**config.mk**
```make
export PLATFORM = sky130hd
export DESIGN_NAME = vmerge_seq
export DESIGN_NICKNAME = d
export VERILOG_FILES = /design/src/rtl/vmerge_seq.sv
export SDC_FILE = /design/constraint.sdc
export NUM_CORES = 1
export LEC_CHECK = 0
export CORE_UTILIZATION = 40
export CTS_CLUSTER_SIZE = 12
export DETAILED_ROUTE_END_ITERATION = 12
export PLACE_DENSITY_LB_ADDON = 0.2
export SETUP_SLACK_MARGIN = 0.4
export SYNTH_ARGS = -nofsm -noshare
export SYNTH_HDL_FRONTEND = slang
export SYNTH_SLANG_ARGS = --single-unit
```
**constraint.sdc**
```tcl
create_clock -name clk -period 5.23 [get_ports clk]
set_input_delay 0.523 -clock clk [delete_from_list [all_inputs] [get_ports clk]]
set_output_delay 0.523 -clock clk [all_outputs]
set_load 0.02 [all_outputs]
```
**src/rtl/vmerge_seq.sv**
```systemverilog
// Vector merge sequencer: splits a command into 8-byte beats, builds the per-byte select and
// enable masks, and pairs returning merge results with queued writeback side information.
module vmerge_seq #(
  parameter int unsigned DATA_WIDTH    = 64,
  parameter int unsigned VL_WIDTH      = 11,
  parameter int unsigned ADDR_WIDTH    = 8,
  parameter int unsigned MERGE_LATENCY = 6,
  parameter int unsigned FIFO_DEPTH    = 8
) (
  input  logic                  clk,
  input  logic                  rst,
  input  logic                  cmd_valid,
  output logic                  cmd_ready,
  input  logic [VL_WIDTH-1:0]   cmd_vl,
  input  logic [1:0]            cmd_sew,
  input  logic [ADDR_WIDTH-1:0] cmd_vd,
  input  logic                  op_valid,
  output logic                  op_ready,
  input  logic [DATA_WIDTH-1:0] op_vec0,
  input  logic [DATA_WIDTH-1:0] op_vec1,
  input  logic [7:0]            op_mask,
  output logic                  merge_in_valid,
  output logic [7:0]            merge_in_mask,
  output logic [DATA_WIDTH-1:0] merge_in_vec0,
  output logic [DATA_WIDTH-1:0] merge_in_vec1,
  input  logic                  merge_out_valid,
  input  logic [DATA_WIDTH-1:0] merge_out_vec,
  output logic                  wb_valid,
  output logic [DATA_WIDTH-1:0] wb_data,
  output logic [ADDR_WIDTH-1:0] wb_addr,
  output logic [7:0]            wb_be,
  output logic                  wb_last,
  output logic                  done,
  output logic                  busy
);

  localparam int unsigned PTR_W  = (FIFO_DEPTH > 1) ? $clog2(FIFO_DEPTH) : 1;
  localparam int unsigned CNT_W  = $clog2(FIFO_DEPTH + 1);
  localparam int unsigned ELEM_W = VL_WIDTH + 1;
  localparam int unsigned BYTE_W = VL_WIDTH + 3;

  typedef enum logic [1:0] {IDLE, RUN, DRAIN} state_t;

  typedef struct packed {
    logic [ADDR_WIDTH-1:0] addr;
    logic [7:0]            be;
    logic                  last;
  } side_t;

  state_t                state;
  logic [VL_WIDTH-1:0]   vl_q;
  logic [VL_WIDTH-1:0]   beats_q;
  logic [VL_WIDTH-1:0]   beat_q;
  logic [1:0]            sew_q;
  logic [ADDR_WIDTH-1:0] vd_q;
  logic [ELEM_W-1:0]     elem_q;

  side_t                 fifo_mem [FIFO_DEPTH];
  logic [PTR_W-1:0]      wr_ptr;
  logic [PTR_W-1:0]      rd_ptr;
  logic [CNT_W-1:0]      fifo_cnt;

  logic                  fifo_full;
  logic                  fifo_empty;
  logic                  push;
  logic                  pop;
  logic                  last_beat;
  logic [7:0]            be_c;
  logic [7:0]            sel_c;
  logic [BYTE_W-1:0]     cmd_bytes;
  side_t                 push_entry;
  side_t                 head;

  assign cmd_ready      = (state == IDLE);
  assign busy           = (state != IDLE);
  assign fifo_full      = (fifo_cnt == CNT_W'(FIFO_DEPTH));
  assign fifo_empty     = (fifo_cnt == '0);
  assign op_ready       = (state == RUN) && (beat_q < beats_q) && !fifo_full;
  assign push           = op_valid && op_ready;
  assign pop            = merge_out_valid && !fifo_empty;
  assign last_beat      = (beat_q == beats_q - VL_WIDTH'(1));
  assign head           = fifo_mem[rd_ptr];
  assign cmd_bytes      = BYTE_W'(cmd_vl) << cmd_sew;

  assign merge_in_valid = push;
  assign merge_in_mask  = sel_c;
  assign merge_in_vec0  = op_vec0;
  assign merge_in_vec1  = op_vec1;
  assign push_entry     = '{addr: vd_q + ADDR_WIDTH'(beat_q), be: be_c, last: last_beat};

  // Byte j belongs to element j>>sew of the current beat; bytes past vl are disabled.
  always_comb begin
    be_c  = '0;
    sel_c = '0;
    for (int j = 0; j < 8; j++) begin
      be_c[j]  = (elem_q + ELEM_W'(j >> sew_q)) < ELEM_W'(vl_q);
      sel_c[j] = op_mask[3'(j >> sew_q)] && be_c[j];
    end
  end

  function automatic logic [PTR_W-1:0] ptr_inc(input logic [PTR_W-1:0] p);
    return (p == PTR_W'(FIFO_DEPTH - 1)) ? '0 : p + PTR_W'(1);
  endfunction

  always_ff @(posedge clk or negedge rst) begin
    if (!rst) begin
      state    <= IDLE;
      vl_q     <= '0;
      beats_q  <= '0;
      beat_q   <= '0;
      sew_q    <= '0;
      vd_q     <= '0;
      elem_q   <= '0;
      wr_ptr   <= '0;
      rd_ptr   <= '0;
      fifo_cnt <= '0;
      for (int i = 0; i < int'(FIFO_DEPTH); i++) fifo_mem[i] <= '0;
      wb_valid <= 1'b0;
      wb_data  <= '0;
      wb_addr  <= '0;
      wb_be    <= '0;
      wb_last  <= 1'b0;
      done     <= 1'b0;
    end else begin
      wb_valid <= 1'b0;
      wb_data  <= '0;
      wb_addr  <= '0;
      wb_be    <= '0;
      wb_last  <= 1'b0;
      done     <= 1'b0;

      case (state)
        IDLE: begin
          if (cmd_valid) begin
            vl_q    <= cmd_vl;
            sew_q   <= cmd_sew;
            vd_q    <= cmd_vd;
            beats_q <= VL_WIDTH'((cmd_bytes + BYTE_W'(7)) >> 3);
            beat_q  <= '0;
            elem_q  <= '0;
            if (cmd_vl == '0) done  <= 1'b1;
            else              state <= RUN;
          end
        end
        RUN: begin
          if (push) begin
            beat_q <= beat_q + VL_WIDTH'(1);
            elem_q <= elem_q + ELEM_W'(8 >> sew_q);
            if (last_beat) state <= DRAIN;
          end
        end
        DRAIN: begin
          if (pop && head.last) state <= IDLE;
        end
        default: state <= IDLE;
      endcase

      // Results return in issue order, so the FIFO head always describes the current result.
      if (pop) begin
        wb_valid <= 1'b1;
        wb_data  <= merge_out_vec;
        wb_addr  <= head.addr;
        wb_be    <= head.be;
        wb_last  <= head.last;
        done     <= head.last;
        rd_ptr   <= ptr_inc(rd_ptr);
      end

      if (push) begin
        fifo_mem[wr_ptr] <= push_entry;
        wr_ptr           <= ptr_inc(wr_ptr);
      end

      if (push && !pop)      fifo_cnt <= fifo_cnt + CNT_W'(1);
      else if (!push && pop) fifo_cnt <= fifo_cnt - CNT_W'(1);
    end
  end

  // Side FIFO must cover every beat in flight through the merge datapath.
  assert property (@(posedge clk) disable iff (!rst) FIFO_DEPTH >= MERGE_LATENCY);

endmodule

```
==> key figures, run 1 <==
Route
  • Post-DRT Antenna Nets: 0
  • Residual DRC count: 0
  • Via Count: between 10000 and 15000
  • Routed WL: 45600 µm
  • WL/cell: 19.8 µm
  • DR pass1 iterations: 4
  • Vias/cell: 5.21
  • Drt first-iter violations: 801

Worst setup path
  • Buf+Inv Stages, Crit Path: 5
  • Arrival @ worst endpoint: 4.11 ns
  • Critical Path Start Type: register
  • WS Path Type: register to output port
  • Setup crit start: sew_q[0]$_DFFE_PN0P_
  • Worst EP required: 4.71 ns
  • CP Depth: 15
  • Worst Path Max Fanout: 12
  • Worst path max stage delay: 0.44 ns
  • Reg-to-reg startpoint: beats_q[8]$_DFFE_PN0P_
  • Worst R2R Path Depth: 16
  • R2R Setup Slk: 1.16 ns
  • Reg2reg end: fifo_cnt[3]$_DFFE_PN0P_
  • Critical Path Sink Type: output port
  • Cell Chain, Critical Path: inv_2, ha_4, buf_12, clkinvlp_4, fa_1, nand3b_1, nor2_1, xor2_1, ha_1, a211oi_2, o2111ai_1, a311oi_2, buf_4, and2_1, clkdlybuf4s15_2
  • Cell family with most CP delay: adder cells
  • Slowest CP cell: dfrtp_2

Placement
  • DP Cell Count: about 2200
  • PortBufs: 192
  • Dpl cell area: between 15000 and 20000 µm²
  • DP HPWL: 32400 µm
  • Final GP Congestion: 0.847

Cells and area
  • Share of layout cells above drive strength 1: between 10% and 20%
  • Sequential Area: between 7000 and 8000 µm²
  • Multi-input logic area: about 9200 µm²
  • Synth-to-layout area growth: 17.7%
  • Fillers: 3939
  • Final cell count without fillers: 2301
  • Design area: 20800 µm²
  • Fin nets: 2050

Power
  • Static Leak: between 9 and 10 nW
  • Logic pwr share: 49.7%
  • VDD IR max: between 200 and 250 µV
  • Total Power: around 12 mW
  • Internal power: 7.11 mW
  • Sequential share of power: 30.1%
  • Cell area power density: 569 nW/µm²
  • Clock share of power: 20.2%
  • NetSw: 4.72 mW
  • Net Sw Frac: about two fifths

Synthesis
  • Distinct cells, synth: 62
  • Synth area leaders: dfrtp_1, ha_1, mux4_2, buf_4, mux2_2
  • Sequential area share after synthesis: between 40% and 50%
  • Share of the synthesized area in the top cell type: 40.5%
  • Synth warnings: 0
  • Post-synth top area cell: dfrtp_1
  • Cell count after synthesis: 1600
  • Number of synthesized register bits: 286
  • Synthesized area per cell: approximately 11 µm²
  • Most common library cells after synthesis: dfrtp_1, buf_4, ha_1, nand2_1, nor2_1
  • Post-Syn Area: 17700 µm²
  • Ys async rst share: 100%
  • Post-synth EDFFs: 0
  • Mapped Nets: 1959
  • Top_reg_cell synth: dfrtp_1
  • Most frequent cell after synthesis: dfrtp_1

Clock network
  • CTS tree: built
  • CTS Sinks: 286
  • Max Root-Sink Buffers: 3
  • CTS Buf Count: 35
  • Clk_lat worst skew: 0.54 ns
  • Clock transition at the registers of the reported paths: about 0.06 ns
  • CTS Root Cell: clkbuf_16
  • Post-CTS Hold Buffers: 0
  • H-tree depth: 2

Worst hold path
  • Worst Hold Class: input port to asynchronous set/reset pin

Floorplan
  • Die area: 45000 µm²
  • Core area: 43300 µm²
  • Die Ht: 212 µm
  • Initial Util: 40.8%
  • Cell Rows: 76
  • Io pins: 449
  • Die width: 212 µm

Timing
  • Tightest Pin Transition: 0.969 ns
  • Fin crit period: around 4.6 ns
  • Setup TNS: 0 ns
  • Count of final hold-check violations: 0
  • F_max: between 200 and 250 MHz
  • Slew Viols, Final: 0
  • Slew HR: 35.4%
  • Endpoints failing setup: 0
  • RSZ-0062 raised after global routing: no
  • Clock skew: roughly 0.02 ns
  • Final worst path period share: slightly below 90%

Job
  • Max_cap viols: 0

Global route
  • Vias in the first global route: 12443
  • First-pass GRT wire length: 71300 µm
  • All-Layer GR Usage: 20.5%
  • GRT overflow: 0
  • Largest net degree at the start of global routing: 118
  • Initial antenna violation count: 2

Run status
  • Status: finished, final reports clean
-- layer usage --
layer / wire length, µm / share of wire [%] / track usage, %
met1: 20000 / 44 / 26.2
met2: 21600 / 47 / 34.5
met3: 3030 / 6.7 / 4.70
met4: 931 / 2.0 / 5.42
met5: 35 / 0.077 / 0.667
-- worst register-to-register path, stage by stage, from the launching register on --
cell and delay (ns):
dfrtp_1 0.40, inv_1 0.08, ha_1 0.34, a2111oi_0 0.50, a211oi_1 0.12, o21a_1 0.13
buf_4 0.17, or2_2 0.42, inv_1 0.44, ha_1 0.29, inv_1 0.09, ha_1 0.28
a21o_1 0.15, a21oi_1 0.18, xnor2_1 0.14, nor2_1 0.06, xor2_1 0.14
-- cell type report --
cell class	count	area share, %
Inverter	58	1.06
Clock inverter	12	0.710
Clock buffer	49	4.75
Tap cell	585	3.52
Sequential cell	286	34.4
Multi-Input combinational cell	1058	44.1
Timing Repair Buffer	252	11.4
Antenna cell	1	0.0120
-- power by group through the flow --
stage	sequential [mW]	clock, mW	combinational [mW]
after floorplan	3.50	0	4.18
after global placement	3.58	0	5.63
after detailed placement	3.60	0	5.77
after CTS	3.57	2.46	5.84
after global routing	3.68	2.56	6.52
final	3.56	2.39	5.88
-- per-stage QoR --
step	utilization (%)	setup slack (ns)	hold WS [ns]
floorplan	-	0.488	0.227
global placement	44.8	0.259	0.455
detailed placement	44.8	0.136	0.469
CTS	47.7	0.366	0.102
global route	48.1	0.385	0.105
finish	48.1	0.601	0.0540
-- state kept, by name, summed over array words and instances (netlist names) --
signal	count
wb_valid	1
fifo_cnt	4
beat_q	11
sew_q	2
rd_ptr	3
wr_ptr	3
done	1
vl_q	11
wb_addr	8
beats_q	11
elem_q	12
fifo_mem	136
wb_last	1
vd_q	8
wb_be	8
wb_data	64
state	2
-- repair_timing --
item | in CTS | in global routing
pin swaps | 3 | 10
hold endpoints to repair | 0 | 0
endpoints found under the setup margin | 7 | 7
gates resized for setup | 45 | 31
buffers inserted | 5 | 10
-- worst max path at each step --
stage                        to
6_report       merge_in_mask[3]
5_1_grt        merge_in_mask[3]
4_1_cts        merge_in_mask[6]
3_5_place_dp   merge_in_mask[4]
3_3_place_gp   merge_in_mask[4]
2_1_floorplan  merge_in_mask[7]
-- cells in the final DEF (no fill, tap or decap), drive strengths merged, types with 5 or more instances in the layout --
cell / count
a2111oi: 9
a211oi: 9
a21o: 14
a21oi: 47
and2: 73
and3: 10
buf: 66
clkbuf: 49
clkdlybuf4s50: 184
clkinv: 7
dfrtp: 286
fa: 7
ha: 126
inv: 60
mux2: 134
mux2i: 34
mux4: 48
nand2: 113
nand2b: 14
nand3: 34
nand4: 13
nor2: 78
nor2b: 12
nor3: 21
nor4: 19
o211ai: 7
o21ai: 61
o31ai: 5
or3: 12
xnor2: 58
xor2: 57
-- cell families after synthesis --
| family | count (synthesis) | synth area share (%) |
|---|---|---|
| and+or+nand+nor | 418 | 12.6 |
| DFF | 286 | 40.5 |
| muxes | 216 | 16.7 |
| buffers and inverters | 256 | 8.47 |
| xor gates and xnor gates | 115 | 5.70 |
| adders and majority gates | 133 | 9.72 |
| AOI/OAI and AO/OA | 176 | 6.23 |
(Power assumes the default switching activity.)
==> run 2, diff against run 1 <==
--- a/config.mk
+++ b/config.mk
@@ -9,6 +9,7 @@
 export CTS_CLUSTER_SIZE = 12
 export DETAILED_ROUTE_END_ITERATION = 12
 export PLACE_DENSITY_LB_ADDON = 0.2
+export RECOVER_POWER = 50
 export SETUP_SLACK_MARGIN = 0.4
 export SYNTH_ARGS = -nofsm -noshare
 export SYNTH_HDL_FRONTEND = slang
==> run 2 against run 1 <==
The flow now finishes with violations (max-capacitance violations, max-slew violations). Worst setup slack about the same. Die area unchanged. Clock skew about the same. Via count hardly changed. Power is essentially flat. Global-route usage did not move. Worst hold slack better by 0.42 ns. Fmax about the same. Register-to-register slack is essentially flat.
==> key figures, run 2 (same netlist as run 1, synthesis figures left out) <==
Worst hold path
  • Worst Hold Class: register to register
  • Worst Hold Path EP: state[0]$_DFFE_PN0P_
  • Hold_sp: state[1]$_DFFE_PN0P_
  • Hold depth: 1

Clock network
  • CTS tree: built
  • CTS Buf Count: 35
  • H-tree depth: 2
  • CTS Sinks: between 200 and 300
  • CTS Root Cell: clkbuf_16
  • Max Root-Sink Buffers: 3
  • Clk_lat worst skew: 0.54 ns
  • Clock transition at the registers of the reported paths: around 0.060 ns

Timing
  • Clock skew: between 0.015 and 0.02 ns
  • Endpoints failing setup: 0
  • RSZ-0062 raised after global routing: no
  • F_max: around 220 MHz
  • Count of final hold-check violations: 0
  • Setup TNS: 0 ns
  • Tightest Pin Transition: between 2 and 3 ns
  • Fin crit period: 4.63 ns
  • Slew Viols, Final: between 200 and 250
  • Slew HR: -97.3%
  • Final worst path period share: 88.5%

Worst setup path
  • WS Path Type: register to output port
  • R2R Setup Slk: 1.16 ns
  • Worst R2R Path Depth: 16
  • Worst Path Max Fanout: 12
  • Reg2reg end: fifo_cnt[3]$_DFFE_PN0P_
  • Reg-to-reg startpoint: beats_q[8]$_DFFE_PN0P_
  • Critical Path Start Type: register
  • Worst EP required: 4.71 ns
  • Critical Path Sink Type: output port
  • Arrival @ worst endpoint: 4.11 ns

Power
  • Cell area power density: 570 nW/µm²
  • VDD IR max: approximately 210 µV
  • Static Leak: 9.09 nW

Job
  • Max_cap viols: 2

Global route
  • Vias in the first global route: around 12000
  • Largest net degree at the start of global routing: 118
  • GRT overflow: 0
  • All-Layer GR Usage: about a fifth
  • Initial antenna violation count: 2
  • First-pass GRT wire length: 71300 µm

Route
  • DR pass1 iterations: 4
  • Post-DRT Antenna Nets: 0
  • WL/cell: 19.8 µm
  • Routed WL: 45600 µm
  • Residual DRC count: 0
  • Vias/cell: around 5.2
  • Drt first-iter violations: 801
  • Via Count: 12002

Floorplan
  • Io pins: 449
  • Initial Util: between 40% and 50%
  • Core area: about 43000 µm²
  • Cell Rows: 76
  • Die area: 45000 µm²
  • Die Ht: 212 µm
  • Die width: 212 µm

Cells and area
  • Top reg by flops: fifo_mem
  • Fin nets: 2050
  • Leading cell type in the layout, fill and taps excluded: dfrtp_1
  • Most frequent cells in the layout: dfrtp_1, clkdlybuf4s50_1, ha_1
  • Max reg flops: 136
  • Utilization after layout: 48.0%
  • Share of layout cells above drive strength 1: 17.4%
  • Synth-to-layout area growth: 17.6%
  • Biggest regs: fifo_mem: 136 flops, wb_data: 64 flops, elem_q: 12 flops

Run status
  • Failing checks: max-capacitance violations, max-slew violations
  • Status: finished with violations

Placement
  • PortBufs: 192
  • Final GP Congestion: 0.847
  • DP HPWL: 32400 µm
-- run 2: layer usage --
metal	share of wire (%)	GRT usage [%]	wire length [µm]
met5	0.077	0.667	35
met4	2.0	5.42	931
met3	6.7	4.70	3050
met2	47	34.5	21600
met1	44	26.2	20000
-- run 2: power by group --
part           total [mW]  switching, mW  leakage (nW)  internal, mW
logic                5.88           3.17          5.07          2.71
clock network        2.39          0.955         0.564          1.43
registers            3.57          0.597          3.45          2.97
-- run 2: worst max-delay path by stage --
stage / slack, ns / endpoint / cells past startpoint / from
floorplan: 0.49 / merge_in_mask[7] / 15 / sew_q[1]$_DFFE_PN0P_
CTS: 0.37 / merge_in_mask[6] / 16 / sew_q[0]$_DFFE_PN0P_
global placement: 0.26 / merge_in_mask[4] / 17 / sew_q[0]$_DFFE_PN0P_
detailed placement: 0.14 / merge_in_mask[4] / 17 / sew_q[0]$_DFFE_PN0P_
global route: 0.32 / elem_q[0]$_DFFE_PN0P_ / 2 / rst
finish: 0.60 / merge_in_mask[3] / 15 / sew_q[0]$_DFFE_PN0P_
-- run 2: area by class of cell --
| class | instances | area (µm²) |
|---|---|---|
| multi-input cells | 1058 | 9160 |
| flip-flops and latches | 286 | 7160 |
| diodes | 1 | 2.50 |
| well taps | 585 | 732 |
| fillers | 3941 | 22500 |
| clock buffers | 49 | 988 |
| repair buffers | 252 | 2350 |
| clock inverters | 12 | 148 |
| inverters | 58 | 221 |
-- run 2: what timing repair did --
item / CTS / global route
hold buffers: 0 / 0
pin swaps: 3 / 10
setup buffers: 5 / 10
setup endpoints to repair: 7 / 7
resized for setup: 45 / 31
-- run 2: worst max-delay path, cell delays in order, from the launching register on --
cell             delay (ns)
dfrtp_2                0.44
inv_2                  0.12
ha_4                   0.18
buf_12                 0.15
clkinvlp_4             0.11
fa_1                   0.44
nand3b_1               0.30
nor2_1                 0.19
xor2_1                 0.09
ha_1                   0.22
a211oi_2               0.28
o2111ai_1              0.16
a311oi_2               0.30
buf_4                  0.19
and2_1                 0.14
clkdlybuf4s15_2        0.26
-- run 2: per-stage QoR --
step                      total power [mW]  worst slack (ns)  std cells  instance area (µm²)  hold WS (ns)
after floorplan                       7.68             0.488       1600                17700         0.227
after global placement                9.21             0.259       2224                19400         0.455
after detailed placement              9.37             0.136       2224                19400         0.469
after CTS                             11.9             0.366       2290                20700         0.102
after global routing                  12.8             0.316       2300                20800         0.500
final                                 11.8             0.601       2301                20800         0.478
